--- config.mk ---
export PLATFORM = sky130hd
export DESIGN_NAME = riscv_decode_stage
export DESIGN_NICKNAME = d
export VERILOG_FILES = /design/src/rtl/riscv_pkg.sv /design/src/rtl/riscv_decode_comb.sv /design/src/rtl/riscv_decode_stage.sv
export SDC_FILE = /design/constraint.sdc
export NUM_CORES = 1
export LEC_CHECK = 0
export ABC_AREA = 1
export ABC_CLOCK_PERIOD_IN_PS = 2200
export BUFFER_PORTS_ARGS = -buffer_cell sky130_fd_sc_hd__buf_2
export CAP_MARGIN = 15
export CORE_ASPECT_RATIO = 1.4
export CORE_MARGIN = 10
export CORE_UTILIZATION = 49
export DETAILED_ROUTE_END_ITERATION = 10
export MAX_ROUTING_LAYER = met4
export PLACE_DENSITY_LB_ADDON = 0.2
export SETUP_SLACK_MARGIN = 0.5
export SLEW_MARGIN = 20
export SYNTH_ARGS = -nofsm -noshare
export SYNTH_HDL_FRONTEND = slang
export SYNTH_SLANG_ARGS = --single-unit
export TNS_END_PERCENT = 5
--- constraint.sdc ---
create_clock -name clock -period 2.2 [get_ports clock]
set_input_delay 0.44 -clock clock [delete_from_list [all_inputs] [get_ports clock]]
set_output_delay 0.44 -clock clock [all_outputs]
set_load 0.02 [all_outputs]
--- src/rtl/riscv_pkg.sv ---
// rtl/riscv_pkg.sv - RV32I opcodes, type-bit indices and decoded-beat struct
package riscv_pkg;

  localparam logic [6:0] OP_R      = 7'b0110011;
  localparam logic [6:0] OP_IMM    = 7'b0010011;
  localparam logic [6:0] OP_LOAD   = 7'b0000011;
  localparam logic [6:0] OP_STORE  = 7'b0100011;
  localparam logic [6:0] OP_BRANCH = 7'b1100011;
  localparam logic [6:0] OP_JAL    = 7'b1101111;
  localparam logic [6:0] OP_JALR   = 7'b1100111;
  localparam logic [6:0] OP_LUI    = 7'b0110111;
  localparam logic [6:0] OP_AUIPC  = 7'b0010111;

  localparam int T_R      = 8;
  localparam int T_IALU   = 7;
  localparam int T_LOAD   = 6;
  localparam int T_STORE  = 5;
  localparam int T_BRANCH = 4;
  localparam int T_JAL    = 3;
  localparam int T_LUI    = 2;
  localparam int T_AUIPC  = 1;
  localparam int T_JALR   = 0;

  typedef struct packed {
    logic alusrc;
    logic memtoreg;
    logic mem_we;
    logic reg_en;
    logic pcsrc;
  } ctrl_t;

  // imm is kept at 32 bits; the stage sign-extends it to XLEN on output
  typedef struct packed {
    logic [4:0]  rs1;
    logic [4:0]  rs2;
    logic [4:0]  rd;
    logic [31:0] imm;
    logic [8:0]  typ;
    ctrl_t       ctl;
    logic        illegal;
    logic [39:0] chr;
  } decoded_t;

endpackage

--- src/rtl/riscv_decode_comb.sv ---
// rtl/riscv_decode_comb.sv - combinational RV32I instruction decoder
module riscv_decode_comb
  import riscv_pkg::*;
(
  input  logic [31:0] instr,
  output decoded_t    dec
);

  logic [6:0]  opcode;
  logic [2:0]  f3;
  logic [6:0]  f7;
  logic        legal;
  logic [31:0] imm_i, imm_s, imm_b, imm_j, imm_u;

  assign opcode = instr[6:0];
  assign f3     = instr[14:12];
  assign f7     = instr[31:25];
  assign imm_i  = {{20{instr[31]}}, instr[31:20]};
  assign imm_s  = {{20{instr[31]}}, instr[31:25], instr[11:7]};
  assign imm_b  = {{20{instr[31]}}, instr[7], instr[30:25], instr[11:8], 1'b0};
  assign imm_j  = {{12{instr[31]}}, instr[19:12], instr[20], instr[30:21], 1'b0};
  assign imm_u  = {instr[31:12], 12'h000};

  always_comb begin
    dec     = '0;
    dec.rs1 = instr[19:15];
    dec.rs2 = instr[24:20];
    dec.rd  = instr[11:7];
    legal   = 1'b1;
    case (opcode)
      OP_R: begin
        dec.typ[T_R]   = 1'b1;
        dec.ctl.reg_en = 1'b1;
        legal = (f7 == 7'h00) || (f7 == 7'h20 && (f3 == 3'd0 || f3 == 3'd5));
        case (f3)
          3'd0:    dec.chr = f7[5] ? "SUB  " : "ADD  ";
          3'd1:    dec.chr = "SLL  ";
          3'd2:    dec.chr = "SLT  ";
          3'd3:    dec.chr = "SLTU ";
          3'd4:    dec.chr = "XOR  ";
          3'd5:    dec.chr = f7[5] ? "SRA  " : "SRL  ";
          3'd6:    dec.chr = "OR   ";
          default: dec.chr = "AND  ";
        endcase
      end
      OP_IMM: begin
        dec.typ[T_IALU] = 1'b1;
        dec.ctl.alusrc  = 1'b1;
        dec.ctl.reg_en  = 1'b1;
        dec.imm         = imm_i;
        case (f3)
          3'd0: dec.chr = "ADDI ";
          3'd1: begin dec.chr = "SLLI "; legal = (f7 == 7'h00); end
          3'd2: dec.chr = "SLTI ";
          3'd3: dec.chr = "SLTIU";
          3'd4: dec.chr = "XORI ";
          3'd5: begin
            dec.chr = f7[5] ? "SRAI " : "SRLI ";
            legal   = (f7 == 7'h00) || (f7 == 7'h20);
          end
          3'd6:    dec.chr = "ORI  ";
          default: dec.chr = "ANDI ";
        endcase
      end
      OP_LOAD: begin
        dec.typ[T_LOAD]  = 1'b1;
        dec.ctl.alusrc   = 1'b1;
        dec.ctl.memtoreg = 1'b1;
        dec.ctl.reg_en   = 1'b1;
        dec.imm          = imm_i;
        case (f3)
          3'd0:    dec.chr = "LB   ";
          3'd1:    dec.chr = "LH   ";
          3'd2:    dec.chr = "LW   ";
          3'd4:    dec.chr = "LBU  ";
          3'd5:    dec.chr = "LHU  ";
          default: legal = 1'b0;
        endcase
      end
      OP_STORE: begin
        dec.typ[T_STORE] = 1'b1;
        dec.ctl.alusrc   = 1'b1;
        dec.ctl.mem_we   = 1'b1;
        dec.imm          = imm_s;
        case (f3)
          3'd0:    dec.chr = "SB   ";
          3'd1:    dec.chr = "SH   ";
          3'd2:    dec.chr = "SW   ";
          default: legal = 1'b0;
        endcase
      end
      OP_BRANCH: begin
        dec.typ[T_BRANCH] = 1'b1;
        dec.imm           = imm_b;
        case (f3)
          3'd0:    dec.chr = "BEQ  ";
          3'd1:    dec.chr = "BNE  ";
          3'd4:    dec.chr = "BLT  ";
          3'd5:    dec.chr = "BGE  ";
          3'd6:    dec.chr = "BLTU ";
          3'd7:    dec.chr = "BGEU ";
          default: legal = 1'b0;
        endcase
      end
      OP_JAL: begin
        dec.typ[T_JAL] = 1'b1;
        dec.ctl.reg_en = 1'b1;
        dec.ctl.pcsrc  = 1'b1;
        dec.imm        = imm_j;
        dec.chr        = "JAL  ";
      end
      OP_JALR: begin
        dec.typ[T_JALR] = 1'b1;
        dec.ctl.alusrc  = 1'b1;
        dec.ctl.reg_en  = 1'b1;
        dec.ctl.pcsrc   = 1'b1;
        dec.imm         = imm_i;
        dec.chr         = "JALR ";
        legal           = (f3 == 3'd0);
      end
      OP_LUI: begin
        dec.typ[T_LUI] = 1'b1;
        dec.ctl.reg_en = 1'b1;
        dec.imm        = imm_u;
        dec.chr        = "LUI  ";
      end
      OP_AUIPC: begin
        dec.typ[T_AUIPC] = 1'b1;
        dec.ctl.reg_en   = 1'b1;
        dec.imm          = imm_u;
        dec.chr          = "AUIPC";
      end
      default: legal = 1'b0;
    endcase

    // All-zero word is a NOP; bad low bits never match an opcode above
    if (instr == 32'h0) begin
      dec.typ     = '0;
      dec.ctl     = '0;
      dec.imm     = '0;
      dec.illegal = 1'b0;
      dec.chr     = "NOP  ";
    end else if (!legal) begin
      dec.typ     = '0;
      dec.ctl     = '0;
      dec.imm     = '0;
      dec.illegal = 1'b1;
      dec.chr     = "ILLEG";
    end
  end

endmodule

--- src/rtl/riscv_decode_stage.sv ---
// rtl/riscv_decode_stage.sv - registered decode stage with 2-entry skid buffer
module riscv_decode_stage
  import riscv_pkg::*;
#(
  parameter int XLEN             = 32,
  parameter bit EN_MNEMONIC      = 1'b1,
  parameter bit RD_ZERO_SUPPRESS = 1'b1
) (
  input  logic            clock,
  input  logic            reset,
  input  logic            flush,
  input  logic            in_valid,
  output logic            in_ready,
  input  logic [31:0]     in_instr,
  input  logic [XLEN-1:0] in_pc,
  output logic            out_valid,
  input  logic            out_ready,
  output logic [XLEN-1:0] out_pc,
  output logic [4:0]      out_rs1,
  output logic [4:0]      out_rs2,
  output logic [4:0]      out_rd,
  output logic [XLEN-1:0] out_imm,
  output logic [8:0]      out_type,
  output logic            out_alusrc,
  output logic            out_memtoreg,
  output logic            out_mem_we,
  output logic            out_reg_en,
  output logic            out_pcsrc,
  output logic            out_illegal,
  output logic [39:0]     out_char
);

  typedef struct packed {
    decoded_t        dec;
    logic [XLEN-1:0] pc;
  } beat_t;

  typedef enum logic [1:0] {S_EMPTY, S_ONE, S_TWO} state_t;

  decoded_t dec_raw;
  beat_t    in_beat, main_q, skid_q;
  state_t   state_q, state_d;
  logic     ready_q, acc, pop;
  logic     load_main_in, load_main_skid, load_skid_in;

  riscv_decode_comb u_decode (
    .instr (in_instr),
    .dec   (dec_raw)
  );

  always_comb begin
    in_beat.dec = dec_raw;
    in_beat.pc  = in_pc;
    if (RD_ZERO_SUPPRESS && dec_raw.rd == 5'd0) in_beat.dec.ctl.reg_en = 1'b0;
    if (!EN_MNEMONIC) in_beat.dec.chr = '0;
  end

  assign in_ready  = ready_q;
  assign out_valid = (state_q != S_EMPTY);
  assign acc       = in_valid && ready_q;
  assign pop       = out_valid && out_ready;

  always_comb begin
    state_d        = state_q;
    load_main_in   = 1'b0;
    load_main_skid = 1'b0;
    load_skid_in   = 1'b0;
    case (state_q)
      S_EMPTY: if (acc) begin
        state_d      = S_ONE;
        load_main_in = 1'b1;
      end
      S_ONE: begin
        if (acc && pop) begin
          load_main_in = 1'b1;
        end else if (acc) begin
          state_d      = S_TWO;
          load_skid_in = 1'b1;
        end else if (pop) begin
          state_d = S_EMPTY;
        end
      end
      S_TWO: if (pop) begin
        state_d        = S_ONE;
        load_main_skid = 1'b1;
      end
      default: state_d = S_EMPTY;
    endcase
    if (flush) begin
      state_d        = S_EMPTY;
      load_main_in   = 1'b0;
      load_main_skid = 1'b0;
      load_skid_in   = 1'b0;
    end
  end

  // ready is registered from the next state so it never depends on in_valid
  always_ff @(posedge clock) begin
    if (reset) begin
      state_q <= S_EMPTY;
      ready_q <= 1'b0;
      main_q  <= '0;
      skid_q  <= '0;
    end else begin
      state_q <= state_d;
      ready_q <= (state_d != S_TWO);
      if (load_main_in)        main_q <= in_beat;
      else if (load_main_skid) main_q <= skid_q;
      if (load_skid_in)        skid_q <= in_beat;
    end
  end

  assign out_pc       = main_q.pc;
  assign out_rs1      = main_q.dec.rs1;
  assign out_rs2      = main_q.dec.rs2;
  assign out_rd       = main_q.dec.rd;
  assign out_imm      = XLEN'($signed(main_q.dec.imm));
  assign out_type     = main_q.dec.typ;
  assign out_alusrc   = main_q.dec.ctl.alusrc;
  assign out_memtoreg = main_q.dec.ctl.memtoreg;
  assign out_mem_we   = main_q.dec.ctl.mem_we;
  assign out_reg_en   = main_q.dec.ctl.reg_en;
  assign out_pcsrc    = main_q.dec.ctl.pcsrc;
  assign out_illegal  = main_q.dec.illegal;
  assign out_char     = main_q.dec.chr;

endmodule

==> summary.md <==
| Metric | Value |
|---|---|
| Slew Limit Headroom | 63.0% |
| Switching share of power | roughly 24% |
| CTS Sinks | ~250 |
| Critical R2R Capture | skid_q[68] |
| I/O Buffers | roughly 200 |
| Mapped Cells | ~1500 |
| Asr flop ratio synth | 0% |
| Prevailing post-synth register cell | dfxtp_1 |
| Total grt overflow | 0 |
| DR top layer | met4 |
| CTS root buf | clkbuf_16 |
| Diode count | 0 |
| Max clock buf depth | 3 |
| Internal power | about 7600 uW |
| Die area | approximately 29000 um2 |
| Cells on worst reg2reg path | 11 |
| First-pass GRT wire length | 58800 um |
| Mapped Area | between 10000 and 15000 um2 |
| Crit path DAT | roughly 2.3 ns |
| Peak supply drop | a little under 600 uV |
| Layout area overhead | 33.4% |
| Cell taking the most area after synthesis | dfxtp_1 |
| EDFF count, synth | 0 |
| Max Clk Rate | around 540 MHz |
| Most used cell, CP | buf_12 |
| Placement Cell Area | about 13000 um2 |
| Pins over their slew limit | 0 |
| CTS Buf Count | 25 |
| Crit Path Max Fanout | 8 |
| Gp weighted congestion | 1.02 |
| Nets | roughly 1800 |
| Count leader, synth | nand2_1 |
| Worst path bufs/invs | 6 |
| Antenna violations before repair | 0 |
| CP top delay family | buffers and inverters |
| WL met2 | 20300 um |
| Yosys top cell area share | 45.6% |
| Final Cycle Share | between 80% and 90% |
| DRC | 0 |
| Slowest stage cell, crit path | dfxtp_2 |
| Worst reg-to-reg setup slack | approximately 0.35 ns |
| Met1 Wirelength | about 16000 um |
| Fill cell count | 1945 |
| Gate power share | between 8 and 9% |
| Layout cells sized above 1 | between 20% and 30% |
| Setup violators final | 0 |
| Placeable core area | approximately 22000 um2 |
| Setup TNS | 0 ns |
| Drt wl/cell | about 19 um |
| Crit. End Element | flop |
| Gr usage total | about a quarter |
| Startpoint Class | flop |
| Clock skew | roughly 0.0087 ns |
| Area contributors post-synth | dfxtp_1, nand2_1, o21ai_0 |
| Vias in the first global route | roughly 11000 |
| LEAKAGE | ~0.0062 uW |
| Die W | between 100 and 150 um |
| Synth warnings | 0 |
| Switching power total | 2400 uW |
| DR vias | 11600 |
| Worst skew pair latency | about 0.53 ns |
| Hold path start | flush |
| Hold Path Stages | 2 |
| Yosys cell types | 35 |
| IO Count | 205 |
| Part of the power in the clock network | 45.9% |
| Largest net degree at the start of global routing | 70 |
| Worst Hold Path EP | state_q[1] |
| P per Cell Area | about 690 nW/um2 |
| Via density | roughly 5.6 |
| Total routed wirelength | 40000 um |
| Required @ worst endpoint | roughly 2.7 ns |
| Crit Path Class | flop to flop |
| RR Startpoint | state_q[1] |
| Syn avg cell area | 7.08 um2 |
| Unrepaired setup endpoints after global routing | yes |
| Routed wl met3 | about 2700 um |
| Worst Tran Pin Value | approximately 0.55 ns |
| Final min period | 1.85 ns |
| Register area share after synthesis | between 40% and 50% |
| Initial Util | between 40% and 50% |
| DP HPWL | about 25000 um |
| CP peak stage delay | ~0.35 ns |
| Fin. Hold Viols | 0 |
| Row cnt | 64 |
| Run status | completed |
| Htree depth | 1 |
| Seq pwr share | 45.7% |
| Top cells by count, synth | nand2_1, dfxtp_1, o21ai_0 |
| DIE HEIGHT | ~200 um |
| MaxCap Viol Count | 0 |
| Critical-path cell list | nor2_2, inv_1, a21oi_4, inv_2, nor2_4, buf_4, buf_12, buf_12, clkbuf_16, o21ai_0, a21oi_1 |
| First-pass DRT Iterations | 6 |
| Post-route ant nets | 0 |
| Min-delay worst type | input port to flop |
| Clk slew on worst S/H paths | approximately 0.06 ns |
| Yosys reg bits | between 200 and 250 |
| Fin util | 66.4% |
| Fin area | around 14000 um2 |
| Hold Slack | around 0.14 ns |
| TritonCTS clock tree | done |
| DR iter-0 viols | about 1200 |
[layout make-up]
cell class                      count  area [um2]  share of cell area (%)
Clock inverter                      7         129                   0.891
Tap cell                          297         372                    2.57
Clock buffer                       39         769                    5.32
Sequential cell                   247        4950                    34.2
Timing Repair inverter              3        33.8                   0.234
Multi-Input combinational cell   1056        5180                    35.8
Inverter                          115         469                    3.25
Timing Repair Buffer              325        2560                    17.7
[placed cells by master, fill, tap and decap left out, types with 7 or more instances in the layout]
cell type,n
nand3_1,58
buf_4,84
nor2_1,134
nor2_4,10
buf_12,23
o211ai_1,12
o22ai_1,8
a22o_1,14
nand2_1,375
o21ai_0,144
nand4_1,22
nor2_2,17
dfxtp_1,245
clkbuf_8,7
inv_1,95
clkbuf_16,36
o21ai_1,7
inv_2,14
a21oi_1,115
a31oi_1,89
buf_2,195
conb_1,8
[worst max-delay path by stage]
| stage | from | end | depth (start not counted) |
|---|---|---|---|
| floorplan | in_instr[13] | out_imm[12] | 13 |
| global placement | in_instr[31] | out_char[35] | 11 |
| detailed placement | in_instr[29] | out_imm[22] | 11 |
| CTS | in_ready | out_pc[1] | 11 |
| global route | in_ready | out_pc[10] | 11 |
| finish | state_q[1] | skid_q[68] | 11 |
[power by group through the flow]
stage                     Clock [uW]  Combinational (uW)  Sequential, uW
after global routing            4810                 894            4580
after global placement             0                 755            4670
after floorplan                    0                 391            4720
after detailed placement           0                 757            4670
final                           4590                 837            4570
after CTS                       4630                 788            4570
[metrics by stage]
stage	std cells	setup slack, ns	total power [uW]
after detailed placement	2004	-0.0290	5430
after CTS	2056	0.444	9990
after global routing	2089	0.268	10300
after global placement	2004	0.00823	5430
after floorplan	1538	0.399	5110
final	2089	0.351	10000
[sequential cells by signal, indices dropped and copies added, names as in the netlist, 2 cells and up]
name	cells
out_rs1	5
skid_q	122
out_imm	32
out_rd	5
out_pc	32
out_rs2	5
state_q	2
out_type	9
out_char	30
[per-layer routing]
metal / vias to the layer above / GRT usage [%]
met4: 0 / 9.01
met3: 85 / 3.29
met1: 5462 / 29.4
li1: 5556 / -
met2: 519 / 44.6
met5: - / -
[worst reg2reg max path, stage by stage, from the launching register on]
cell and delay, ns:
dfxtp_2 0.35, nor2_2 0.13, inv_1 0.08, a21oi_4 0.20
inv_2 0.07, nor2_4 0.16, buf_4 0.15, buf_12 0.15
buf_12 0.13, clkbuf_16 0.15, o21ai_0 0.08, a21oi_1 0.13
[repair_timing]
action                     in CTS  in global routing
setup endpoints to repair     218                241
cloned                          5                 12
buffers inserted                1                 21
gates resized for setup        14                 44
pin swaps                       2                  5
hold buffers                    0                  0
[cell families (layout without fill, tap and decap cells)]
family / count (synthesis) / in the layout / share of synthesized area, %
AO/OA/AOI/OAI: 407 / 407 / 21.0
flip-flops: 247 / 247 / 45.6
buffers and inverters: 235 / 489 / 8.93
other: 1 / 8 / 0.0346
AND/OR/NAND/NOR: 641 / 641 / 24.4
No activity file was read; power rests on OpenSTA's default activity.
